$ cat src/rtl/peripheral_stream_csr_agent.sv
// Avalon-MM pipelined slave that buffers an RX packet stream in a small FIFO
// and exposes it, together with status/control/scratch registers, through a
// 16-word register window. Read data returns with a fixed two-cycle latency.
module peripheral_stream_csr_agent #(
  parameter int DEPTH   = 16,
  parameter int FILL_W  = 5,
  parameter int TIMEOUT = 255
) (
  input  logic        clk,
  input  logic        reset_n,
  input  logic [5:0]  address,
  input  logic [3:0]  byteenable,
  input  logic        read,
  input  logic        write,
  input  logic [31:0] writedata,
  output logic        waitrequest,
  output logic [31:0] readdata,
  output logic        readdatavalid,
  output logic        endofpacket,
  input  logic        snk_valid,
  input  logic [31:0] snk_data,
  input  logic        snk_endofpacket,
  output logic        snk_ready,
  output logic        irq
);

  localparam int PTR_W = $clog2(DEPTH);

  typedef enum logic {ST_IDLE, ST_WAIT} state_e;

  typedef enum logic [3:0] {
    REG_DATA     = 4'd0,
    REG_STATUS   = 4'd1,
    REG_CONTROL  = 4'd2,
    REG_PKTCOUNT = 4'd3,
    REG_SCRATCH  = 4'd4
  } reg_e;

  typedef struct packed {
    logic        eop;
    logic [31:0] data;
  } word_t;

  word_t             mem_q [DEPTH];
  logic [PTR_W-1:0]  wr_ptr_q, wr_ptr_d, rd_ptr_q, rd_ptr_d;
  logic [FILL_W-1:0] fill_q, fill_d, pkt_q, pkt_d;
  state_e            state_q, state_d;
  logic [15:0]       cnt_q, cnt_d;
  logic              underflow_q, underflow_d;
  logic              irq_en_q, irq_en_d;
  logic              irq_q, irq_d;
  logic [31:0]       scratch_q, scratch_d;
  logic              snk_ready_q, snk_ready_d;
  logic              s1_valid_q, s1_valid_d, s1_eop_q, s1_eop_d;
  logic [31:0]       s1_data_q, s1_data_d;
  logic              rdv_q, rdv_d, eop_q, eop_d;
  logic [31:0]       rdata_q, rdata_d;

  logic [3:0]  idx;
  logic        empty, data_rd, stall, rd_acc, wr_acc, pop, push, flush;
  word_t       head;
  logic [31:0] rd_word;
  logic        rd_eop;
  logic        addr_unused;

  assign idx         = address[5:2];
  assign addr_unused = ^address[1:0];
  assign empty       = (fill_q == '0);
  assign head        = mem_q[rd_ptr_q];
  assign data_rd     = read && (idx == REG_DATA);

  // Stall decision for DATA reads on an empty buffer, with bounded wait.
  always_comb begin
    // NOTE: every output of a combinational block gets a default first, so no latch is inferred.
    state_d = state_q;
    cnt_d   = cnt_q;
    stall   = 1'b0;
    unique case (state_q)
      ST_IDLE: begin
        if (data_rd && empty) begin
          stall   = 1'b1;
          state_d = ST_WAIT;
          cnt_d   = 16'd1;
        end
      end
      ST_WAIT: begin
        if (!data_rd || !empty || cnt_q == 16'(TIMEOUT)) begin
          state_d = ST_IDLE;
        end else begin
          stall = 1'b1;
          cnt_d = cnt_q + 16'd1;
        end
      end
      default: state_d = ST_IDLE;
    endcase
  end

  assign waitrequest = stall;
  assign rd_acc      = read && !stall;
  assign wr_acc      = write && !read;
  assign pop         = rd_acc && (idx == REG_DATA) && !empty;
  assign flush       = wr_acc && (idx == REG_CONTROL) && byteenable[0] && writedata[1];
  assign push        = snk_valid && snk_ready_q && !flush;

  // Register readback, sampled at the accept cycle.
  always_comb begin
    rd_word = '0;
    rd_eop  = 1'b0;
    case (idx)
      REG_DATA: begin
        if (!empty) begin
          rd_word = head.data;
          rd_eop  = head.eop;
        end
      end
      REG_STATUS: begin
        rd_word[FILL_W-1:0] = fill_q;
        rd_word[8]          = underflow_q;
        rd_word[9]          = irq_q;
      end
      REG_CONTROL:  rd_word[0]          = irq_en_q;
      REG_PKTCOUNT: rd_word[FILL_W-1:0] = pkt_q;
      REG_SCRATCH:  rd_word             = scratch_q;
      default: ;
    endcase
  end

  // Buffer bookkeeping, register writes and the two-stage read pipeline.
  always_comb begin
    wr_ptr_d    = wr_ptr_q;
    rd_ptr_d    = rd_ptr_q;
    underflow_d = underflow_q;
    irq_en_d    = irq_en_q;
    scratch_d   = scratch_q;
    if (push) wr_ptr_d = wr_ptr_q + PTR_W'(1);
    if (pop)  rd_ptr_d = rd_ptr_q + PTR_W'(1);
    fill_d = fill_q + FILL_W'(push) - FILL_W'(pop);
    pkt_d  = pkt_q + FILL_W'(push && snk_endofpacket) - FILL_W'(pop && head.eop);
    if (flush) begin
      wr_ptr_d = '0;
      rd_ptr_d = '0;
      fill_d   = '0;
      pkt_d    = '0;
    end
    if (rd_acc && idx == REG_DATA && empty) underflow_d = 1'b1;
    if (wr_acc) begin
      case (idx)
        REG_STATUS:  if (byteenable[1] && writedata[8]) underflow_d = 1'b0;
        REG_CONTROL: if (byteenable[0]) irq_en_d = writedata[0];
        REG_SCRATCH: begin
          for (int b = 0; b < 4; b++) begin
            if (byteenable[b]) scratch_d[8*b +: 8] = writedata[8*b +: 8];
          end
        end
        default: ;
      endcase
    end
    snk_ready_d = (fill_d < FILL_W'(DEPTH));
    irq_d       = irq_en_q && (pkt_q != '0);
    s1_valid_d  = rd_acc;
    s1_data_d   = rd_word;
    s1_eop_d    = rd_eop;
    rdv_d       = s1_valid_q;
    rdata_d     = s1_valid_q ? s1_data_q : 32'h0;
    eop_d       = s1_valid_q && s1_eop_q;
  end

  // Stream storage written on push.
  // NOTE: the storage array has no reset; the pointers and fill level define which entries are live.
  always_ff @(posedge clk) begin
    if (push) mem_q[wr_ptr_q] <= '{eop: snk_endofpacket, data: snk_data};
  end

  // State, control registers and response pipeline.
  always_ff @(posedge clk or negedge reset_n) begin
    // NOTE: sequential state uses non-blocking assignments so all flops update together.
    if (!reset_n) begin
      wr_ptr_q    <= '0;
      rd_ptr_q    <= '0;
      fill_q      <= '0;
      pkt_q       <= '0;
      state_q     <= ST_IDLE;
      cnt_q       <= '0;
      underflow_q <= 1'b0;
      irq_en_q    <= 1'b0;
      irq_q       <= 1'b0;
      scratch_q   <= '0;
      snk_ready_q <= 1'b1;
      s1_valid_q  <= 1'b0;
      s1_data_q   <= '0;
      s1_eop_q    <= 1'b0;
      rdv_q       <= 1'b0;
      rdata_q     <= '0;
      eop_q       <= 1'b0;
    end else begin
      wr_ptr_q    <= wr_ptr_d;
      rd_ptr_q    <= rd_ptr_d;
      fill_q      <= fill_d;
      pkt_q       <= pkt_d;
      state_q     <= state_d;
      cnt_q       <= cnt_d;
      underflow_q <= underflow_d;
      irq_en_q    <= irq_en_d;
      irq_q       <= irq_d;
      scratch_q   <= scratch_d;
      snk_ready_q <= snk_ready_d;
      s1_valid_q  <= s1_valid_d;
      s1_data_q   <= s1_data_d;
      s1_eop_q    <= s1_eop_d;
      rdv_q       <= rdv_d;
      rdata_q     <= rdata_d;
      eop_q       <= eop_d;
    end
  end

  assign readdata      = rdata_q;
  assign readdatavalid = rdv_q;
  assign endofpacket   = eop_q;
  assign snk_ready     = snk_ready_q;
  assign irq           = irq_q;

endmodule

$ cat config.mk
export PLATFORM = sky130hd
export DESIGN_NAME = peripheral_stream_csr_agent
export DESIGN_NICKNAME = d
export VERILOG_FILES = /design/src/rtl/peripheral_stream_csr_agent.sv
export SDC_FILE = /design/constraint.sdc
export NUM_CORES = 1
export LEC_CHECK = 0
export ABC_AREA = 0
export CAP_MARGIN = 10
export CORE_MARGIN = 2
export CORE_UTILIZATION = 65
export CTS_BUF_LIST = sky130_fd_sc_hd__clkbuf_8
export CTS_CLUSTER_DIAMETER = 150
export DETAILED_ROUTE_END_ITERATION = 10
export GPL_TIMING_DRIVEN = 1
export PLACE_DENSITY_LB_ADDON = 0.05
export SLEW_MARGIN = 10
export SYNTH_ARGS = -nofsm -noshare
export SYNTH_HDL_FRONTEND = slang
export SYNTH_SLANG_ARGS = --single-unit
$ cat constraint.sdc
create_clock -name clk -period 9 [get_ports clk]
set_clock_uncertainty 0.1 [all_clocks]
set_input_delay 1.8 -clock clk [delete_from_list [all_inputs] [get_ports clk]]
set_output_delay 1.8 -clock clk [all_outputs]
set_load 0.01 [all_outputs]
==> impl_metrics.ini, run 1 <==
[status]
outcome = complete, no violations

[final_layout]
fin_nets = 1559
n_fill_cell = 2299
area_delta_synth_final_pct = 13.9
post-route-cell-area_mm2 = 0.0294
drive_above_1_share_pct = 22.3

[worst_setup_path]
crit_type = in -> out
cp.required_ns = 7.10
start_kind = input port
reg2reg_depth = 13
end_kind = output port
arrival_ns = 3.95
worstPathMaxFanout = 12
ff2ff_setup_slack_ns = 5.10

[logic_synthesis]
ys_ff_latch = 667
synth_most_common_cell = edfxtp_1
yosysTopAreaCell = edfxtp_1
yosys_warnings = 0
ys_types = 61
synth-edff-count = 528
ys_top_cells_by_count = edfxtp_1, dfrtp_1, mux4_2, mux2i_1, and2_1
syn_avg_cell_area_um2 = 20.3
synth_area_mm2 = 0.0258
synthArstFlopShare_pct = 20.8
synthFlopType = edfxtp_1
synthCells = 1276
synth.top_cell.area_share_pct = 61.4
synth_seq_area_share_pct = 74.8
syn_nets = 1376
yosys-top-cells-area = edfxtp_1, dfrtp_1, mux4_2

[clock_network]
cts_tree = yes
path_clk_slew_ns = 0.06
cts_setup_buffers = 0
cts_buffer_depth = 3
cts-root-buf = clkbuf_8
ctsResizeCount = 0
cts_max_level = 3
cts-hold-fix-buffers = 0
cts_made_buffers = 101
clock_latency_ns = 0.65
cts_sinks = 667

[timing]
setup_tns_ns = 0
post-route-period-util_pct = 65.0
rsz0062_at_grt = no
drv_slew = 0
finalHoldViolations = 0
slew_headroom_pct = 28.4
finalSetupViolations = 0
clock.fmax_mhz = 171
fin_crit_ns = 5.85
worstMarginPinSlew_ns = 1.07

[grt]
grt_max_degree = 78
grt_pass1_vias = 13300
grt_overflow = 0
grtUsageTotal_pct = 27.0
grt_pass1_wl_mm = 80.5
antenna_found_initial = 2

[route]
route.detailed.drc = 0
dr.pass1.iters = 5
wirelength_mm = 53.2
vias = 12900
wl_per_cell_um = 25.7
routed_via_density = 6.21
ant_nets = 0
drt_iter0_markers = 1249

[power_and_ir_drop]
clkPwrFrac_pct = 30.5
sw_frac_of_total_pct = 26.7
p_seq_share_pct = 49.3
p_sw_uw = 2020
p_leak_uw = 0.0104
p_comb_share_pct = 20.2
peakVddDrop_v = 0.000155
power.internal_uw = 5560
power_density_mw_per_mm2 = 257

[floorplan]
core-area_mm2 = 0.0395
die_h_um = 203
die_area_mm2 = 0.0414
std_cell_rows = 73
die_x_um = 203
start_util_pct = 65.5
ios = 117

[worst_hold_path]
hold_class = reg -> reg
holdPathStages = 1

[place]
dp_hpwl_mm = 29.6
place_area_mm2 = 0.0275
globalplace.congestion = 0.767
io_buffers = 114

[run]
max-cap-violations = 0
## placed cells by master, fill, tap and decap left out, types with 6 or more instances in the layout
master and count:
nor2b_1 6, xnor2_1 9, edfxtp_1 528, a21o_1 7, and3_1 7, nor2_1 19
clkdlybuf4s50_1 113, and2_1 40, clkbuf_8 112, xor2_1 7, inv_1 74, clkinv_1 12
and2_2 12, mux2_2 28, nand3_1 9, a21oi_1 8, o221ai_1 18, nand2_1 36
mux4_2 131, mux2_1 7, ha_1 18, buf_4 25, mux2i_1 63, a2bb2oi_1 11
o21ai_0 24, dfrtp_1 134, clkinv_2 8, nor3_1 6
## through the flow
| step | hold WS, ns | setup WS [ns] | total power [µW] | cells | util [%] |
|---|---|---|---|---|---|
| global route | 0.365 | 3.00 | 7930 | 2070 | 74.6 |
| CTS | 0.352 | 3.11 | 7650 | 2070 | 74.6 |
| finish | 0.353 | 3.15 | 7580 | 2071 | 74.6 |
| detailed placement | 0.339 | 3.14 | 5350 | 1881 | 69.7 |
| global placement | 0.337 | 3.14 | 5320 | 1881 | 69.7 |
| floorplan | 0.324 | 4.39 | 4950 | 1276 | - |
## per-layer routing
layer | track usage [%] | up-vias | wire length [µm]
li1 | - | 5498 | -
met1 | 38.4 | 6705 | 21800
met2 | 43.0 | 560 | 25900
met3 | 5.82 | 86 | 4390
met4 | 8.16 | 2 | 1070
met5 | 0 | - | 13
## state kept, by name, summed over array words and instances (netlist names)
signal,cells
cnt_q,16
rdv_d,1
pkt_q,5
s1_eop_q,1
wr_ptr_q,4
snk_ready,1
rd_ptr_q,4
mem_q,528
state_q,1
readdatavalid,1
irq_en_q,1
readdata,32
irq,1
s1_data_q,32
endofpacket,1
fill_q,5
underflow_q,1
scratch_q,32
## layout make-up
cell class	instances	area (µm²)	share of cell area, %
repair buffers	139	1330	4.52
multi-input cells	527	6100	20.7
clock buffers	112	1540	5.24
clock inverters	77	377	1.28
diodes	1	2.50	0.00850
inverters	23	86.3	0.293
well taps	525	657	2.23
flip-flops and latches	667	19300	65.7
## power groups by stage
stage	sequential, µW	clock (µW)	combinational (µW)
5_1_grt	3760	2490	1680
3_5_place_dp	3800	0	1550
4_1_cts	3740	2350	1560
3_3_place_gp	3790	0	1530
2_1_floorplan	3690	0	1260
6_report	3740	2310	1530
## logic make-up (layout without fill, tap and decap cells)
group                      after synthesis  count (layout)  synth area share, %
DFF                                    667             667                 74.8
adders and majority gates               20              20                 1.03
AOI/OAI and AO/OA                       91              91                 2.59
muxes                                  231             231                 15.6
other                                    0               1                    0
xor gates and xnor gates                16              16                0.542
buffers and inverters                   82             351                 1.74
and+or+nand+nor                        169             169                 3.69
## final timing paths
kind,from,end
worst max-delay path,address[5],waitrequest
worst min-delay path,s1_data_q[23],readdata[23]
worst max register to register,rd_ptr_q[2],pkt_q[4]
worst min register to register,s1_data_q[23],readdata[23]
max in group asynchronous,reset_n,scratch_q[21]
min in group asynchronous,reset_n,state_q
## worst max-delay path: stages
cell and delay [ns]:
clkdlybuf4s50_1 0.52, nor4_2 0.53, and3_1 0.29, o21ai_2 0.16
inv_1 0.11, clkdlybuf4s50_1 0.53
No activity file was read; power rests on OpenSTA's default activity.
==> run 2: changes to the inputs <==
Settings changed: CORE_UTILIZATION 65 to 56.
Clock period 9 ns to 5.05 ns, I/O delays scaled along.
==> run 2 against run 1 <==
  * Sequential power grew 78%
  * Critical path depth is the same
  * Non-clock buffer count grew 6
  * Routed wire length grew 3.7%
  * Power grew 81%
  * Final area grew 1.5%
  * Sequential cell count is the same
  * Sequential share of layout area shrank 0.95 points
  * Hold slack lost 0.11 ns
  * Largest cell class unchanged
  * Largest power group unchanged
==> impl_metrics.ini, run 2 (synthesized netlist as in run 1, its figures left out) <==
[floorplan]
die_x_um = 219
core-area_mm2 = 0.0455
ios = 117
std_cell_rows = 78
die_h_um = 219
die_area_mm2 = 0.0479
start_util_pct = 56.8

[power_and_ir_drop]
power_density_mw_per_mm2 = 460
p_leak_uw = 0.0105
peakVddDrop_v = 0.000254

[timing]
post-route-period-util_pct = 85.2
clock.fmax_mhz = 232
timing.final.ws_setup_ns = 0.749
slew_headroom_pct = 31.9
fin_crit_ns = 4.30
finalSetupViolations = 0
setup_tns_ns = 0
worstMarginPinSlew_ns = 1.02
drv_slew = 0
rsz0062_at_grt = no
hold_ws_ns = 0.244
finalHoldViolations = 0

[final_layout]
layout_commonest_cell = edfxtp_1
mostFrequentLayoutCells = edfxtp_1, dfrtp_1, mux4_2, clkbuf_8, clkdlybuf4s50_1
post-route-util_pct = 65.7
post-route-cell-area_mm2 = 0.0299
regMostFlops = mem_q
area_delta_synth_final_pct = 15.6
n_fill_cell = 3157
drive_above_1_share_pct = 23.1
fin_nets = 1569
largest_register_ffs = 528

[worst_setup_path]
end_kind = output port
worstPathMaxFanout = 12
r2r-start = rd_ptr_q[0]
path_cells = clkdlybuf4s50_1 -> nor4_2 -> and3_1 -> o21ai_2 -> inv_1 -> clkdlybuf4s50_1
rr_endpoint = pkt_q[4]
cpMostUsedCell = clkdlybuf4s50_1
start_kind = input port
cp.required_ns = 3.94
reg2reg_depth = 13
arrival_ns = 3.19
slowest_delay_ns = 0.53
ff2ff_setup_slack_ns = 1.30
crit_type = in -> out
slowest_stage = nor4_2

[place]
dp_hpwl_mm = 30.7
place_area_mm2 = 0.0278
pre_cts_ws_ns = 0.503
io_buffers = 114
globalplace.congestion = 0.773

[route]
wl_met1_mm = 24.0
wl_met2_mm = 27.0
vias = 12700
dr.pass1.iters = 5
met3_wirelength_mm = 3.27
routed_via_density = 5.87
drt_iter0_markers = 1261
route.detailed.drc = 0
routed.top_layer = met5
ant_nets = 0
wirelength_mm = 55.1
wl_per_cell_um = 25.5

[grt]
grt_max_degree = 64
antenna_found_initial = 2
grt_overflow = 0
grt_pass1_wl_mm = 81.3
grtUsageTotal_pct = 23.8
grt_pass1_vias = 13000

[run]
max-cap-violations = 0

[clock_network]
cts-hold-fix-buffers = 0
cts_sinks = 667
cts_tree = yes
cts_buffer_depth = 3
path_clk_slew_ns = 0.07
cts_made_buffers = 105
ctsResizeCount = 0
cts-root-buf = clkbuf_8
cts_max_level = 3
clock_latency_ns = 0.69
cts_setup_buffers = 0

[worst_hold_path]
hold_class = in -> async

[status]
outcome = complete, no violations
## run 2: changes by cell type in the layout (fill, tap and decap cells not counted), sizes merged
cell | before | now
buf | 26 | 32
clkbuf | 112 | 119
clkinv | 21 | 26
clkinvlp | 2 | 3
diode | 1 | 2
inv | 75 | 72
## run 2: power breakdown
part           internal (µW)  switching [µW]
combinational           1430            1360
sequential              6360             279
clock                   2260            2050
## run 2: through the flow
stage,power (µW),instances
global route,14400,2162
CTS,13900,2161
global placement,9550,1962
floorplan,8830,1276
detailed placement,9600,1962
finish,13700,2163
## run 2: worst max-delay path: cells and delay by family
family | cells | cell delay (ns)
AOI/OAI and AO/OA | 1 | 0.18
buffers and inverters | 3 | 1.16
and+or+nand+nor | 2 | 0.84
## run 2: how the worst max path moves through the flow
stage,start,end,slack [ns],cells past startpoint
final,address[5],waitrequest,0.75,6
after global routing,cnt_q[0],waitrequest,0.68,6
after CTS,address[5],waitrequest,0.75,6
after detailed placement,address[5],fill_q[4],0.50,14
after global placement,address[5],fill_q[4],0.56,14
after floorplan,address[3],mem_q[10][0],1.44,5
## run 2: cell type report
class	instances	area, µm²	area share [%]
Sequential cell	667	19300	64.8
Tap cell	600	751	2.51
Multi-Input combinational cell	527	6100	20.4
Inverter	23	86.3	0.289
Antenna cell	2	5.00	0.0168
Timing Repair Buffer	145	1550	5.19
Clock buffer	119	1640	5.48
Clock inverter	80	395	1.32
## run 2: per-layer routing
metal / up-vias / track usage [%]
li1: 5537 / -
met1: 6707 / 34.0
met2: 372 / 38.0
met3: 70 / 4.82
met4: 2 / 6.33
met5: - / 0
==> run 3: changes to the inputs <==
Settings changed: CORE_UTILIZATION 56 to 62, GPL_TIMING_DRIVEN 1 to default, TNS_END_PERCENT from default to 5.
Clock period 5.05 ns to 4.85 ns, I/O delays scaled along.
==> run 3 against run 2 <==
  * Routed wire length shrank 2.1%
  * Register-to-register slack worse by 0.08 ns
  * Hold slack lost 0.078 ns
  * Core utilization up 6.7 points
  * Clock-buffer cell count down 6
  * Non-clock buffer count rose by 7
  * First-iteration DRC count up 4.8%
  * Setup slack got worse by 0.10 ns
  * Critical path type unchanged
  * Critical endpoint unchanged
==> impl_metrics.ini, run 3 (synthesized netlist as in run 1, its figures left out) <==
[final_layout]
regMostFlops = mem_q
mostFrequentLayoutCells = edfxtp_1, dfrtp_1, mux4_2, clkbuf_8, clkdlybuf4s50_1
drive_above_1_share_pct = 23.0
fin_nets = 1576
register_area_mm2 = 0.0193
multi_input_area_mm2 = 0.00610
area_delta_synth_final_pct = 14.9
n_fill_cell = 2503
final_cells = 2094
layout_commonest_cell = edfxtp_1
largest_register_ffs = 528

[power_and_ir_drop]
peakVddDrop_v = 0.000331
p_leak_uw = 0.0105
power.total_uw = 14100
clkPwrFrac_pct = 30.3
p_sw_uw = 3800
power.internal_uw = 10300
p_comb_share_pct = 20.5
power_density_mw_per_mm2 = 475
sw_frac_of_total_pct = 26.9
p_seq_share_pct = 49.2

[clock_network]
path_clk_slew_ns = 0.05
cts_buffer_depth = 3
clock_latency_ns = 0.69
cts_sinks = 667
cts_max_level = 3
cts-root-buf = clkbuf_8
cts-hold-fix-buffers = 0
cts_tree = yes
ctsResizeCount = 0
cts_setup_buffers = 0
cts_made_buffers = 105

[grt]
grt_pass1_wl_mm = 81.6
grt_pass1_vias = 13400
antenna_found_initial = 1
grtUsageTotal_pct = 26.0
grt_max_degree = 63
grt_overflow = 0

[worst_setup_path]
start_kind = input port
arrival_ns = 3.13
ff2ff_setup_slack_ns = 1.22
r2r-start = rd_ptr_q[0]
end_kind = output port
worstSetupEndpoint = waitrequest
cp-startpoint = address[5]
rr_endpoint = pkt_q[4]
cp.required_ns = 3.78
reg2reg_depth = 13
worstPathMaxFanout = 12
crit_type = in -> out

[floorplan]
core-area_mm2 = 0.0410
die_area_mm2 = 0.0433
start_util_pct = 63.0
die_h_um = 208
die_x_um = 208
ios = 117
std_cell_rows = 74

[timing]
finalHoldViolations = 0
rsz0062_at_grt = no
slew_headroom_pct = 43.8
hold_ws_ns = 0.166
worstMarginPinSlew_ns = 0.842
clock.fmax_mhz = 238
setup_tns_ns = 0
drv_slew = 0
finalSetupViolations = 0
post-route-period-util_pct = 86.7
fin_crit_ns = 4.20

[worst_hold_path]
hold_class = in -> async

[place]
globalplace.congestion = 0.802
dp_hpwl_mm = 30.8
io_buffers = 114
dp_cells = 1901

[route]
drt_iter0_markers = 1322
route.detailed.drc = 0
routed_via_density = 6.16
ant_nets = 0
wl_per_cell_um = 25.8
wirelength_mm = 54.0
dr.pass1.iters = 5
vias = 12900

[run]
max-cap-violations = 0

[status]
outcome = complete, no violations
-- run 3: layout make-up --
| cell class | count | area share (%) |
|---|---|---|
| inverter | 23 | 0.291 |
| multi-input combinational | 527 | 20.5 |
| timing repair buffer | 152 | 5.31 |
| antenna | 1 | 0.00843 |
| sequential | 667 | 65.1 |
| tap | 532 | 2.24 |
| clock inverter | 79 | 1.23 |
| clock buffer | 113 | 5.24 |
-- run 3: worst min path at each step --
stage,from,end,slack (ns)
global placement,s1_data_q[4],readdata[4],0.34
CTS,reset_n,wr_ptr_q[0],0.15
detailed placement,s1_data_q[10],readdata[10],0.34
floorplan,rdv_d,readdatavalid,0.32
global route,reset_n,wr_ptr_q[3],0.18
finish,reset_n,state_q,0.17
-- run 3: worst max-delay path, stage by stage --
cell	delay, ns
clkdlybuf4s50_1	0.52
nor4_2	0.52
and3_1	0.29
o21ai_2	0.18
inv_1	0.12
clkdlybuf4s50_1	0.53
-- run 3: layer usage --
layer  track usage, %  vias to the layer above  wire length [µm]  part of all wire [%]
li1                 -                     5541                 -                     -
met1             37.7                     6834             23700                    44
met2             40.6                      430             25600                    47
met3             5.77                       82              3450                   6.4
met4             7.47                        2              1180                   2.2
met5                0                        -                11                 0.020
-- run 3: power by group through the flow --
| stage | Sequential, µW | Clock, µW | Combinational [µW] |
|---|---|---|---|
| 2_1_floorplan | 6850 | 0 | 2340 |
| 3_3_place_gp | 7040 | 0 | 2890 |
| 3_5_place_dp | 7060 | 0 | 2930 |
| 4_1_cts | 6950 | 4370 | 2940 |
| 5_1_grt | 7000 | 4600 | 3150 |
| 6_report | 6950 | 4280 | 2900 |
-- run 3: metrics by stage --
stage	utilization (%)	area (µm²)	setup WS, ns
floorplan	-	25800	1.28
global placement	67.7	27800	0.656
detailed placement	67.7	27800	0.668
CTS	72.4	29700	0.639
global route	72.4	29700	0.533
finish	72.4	29700	0.645
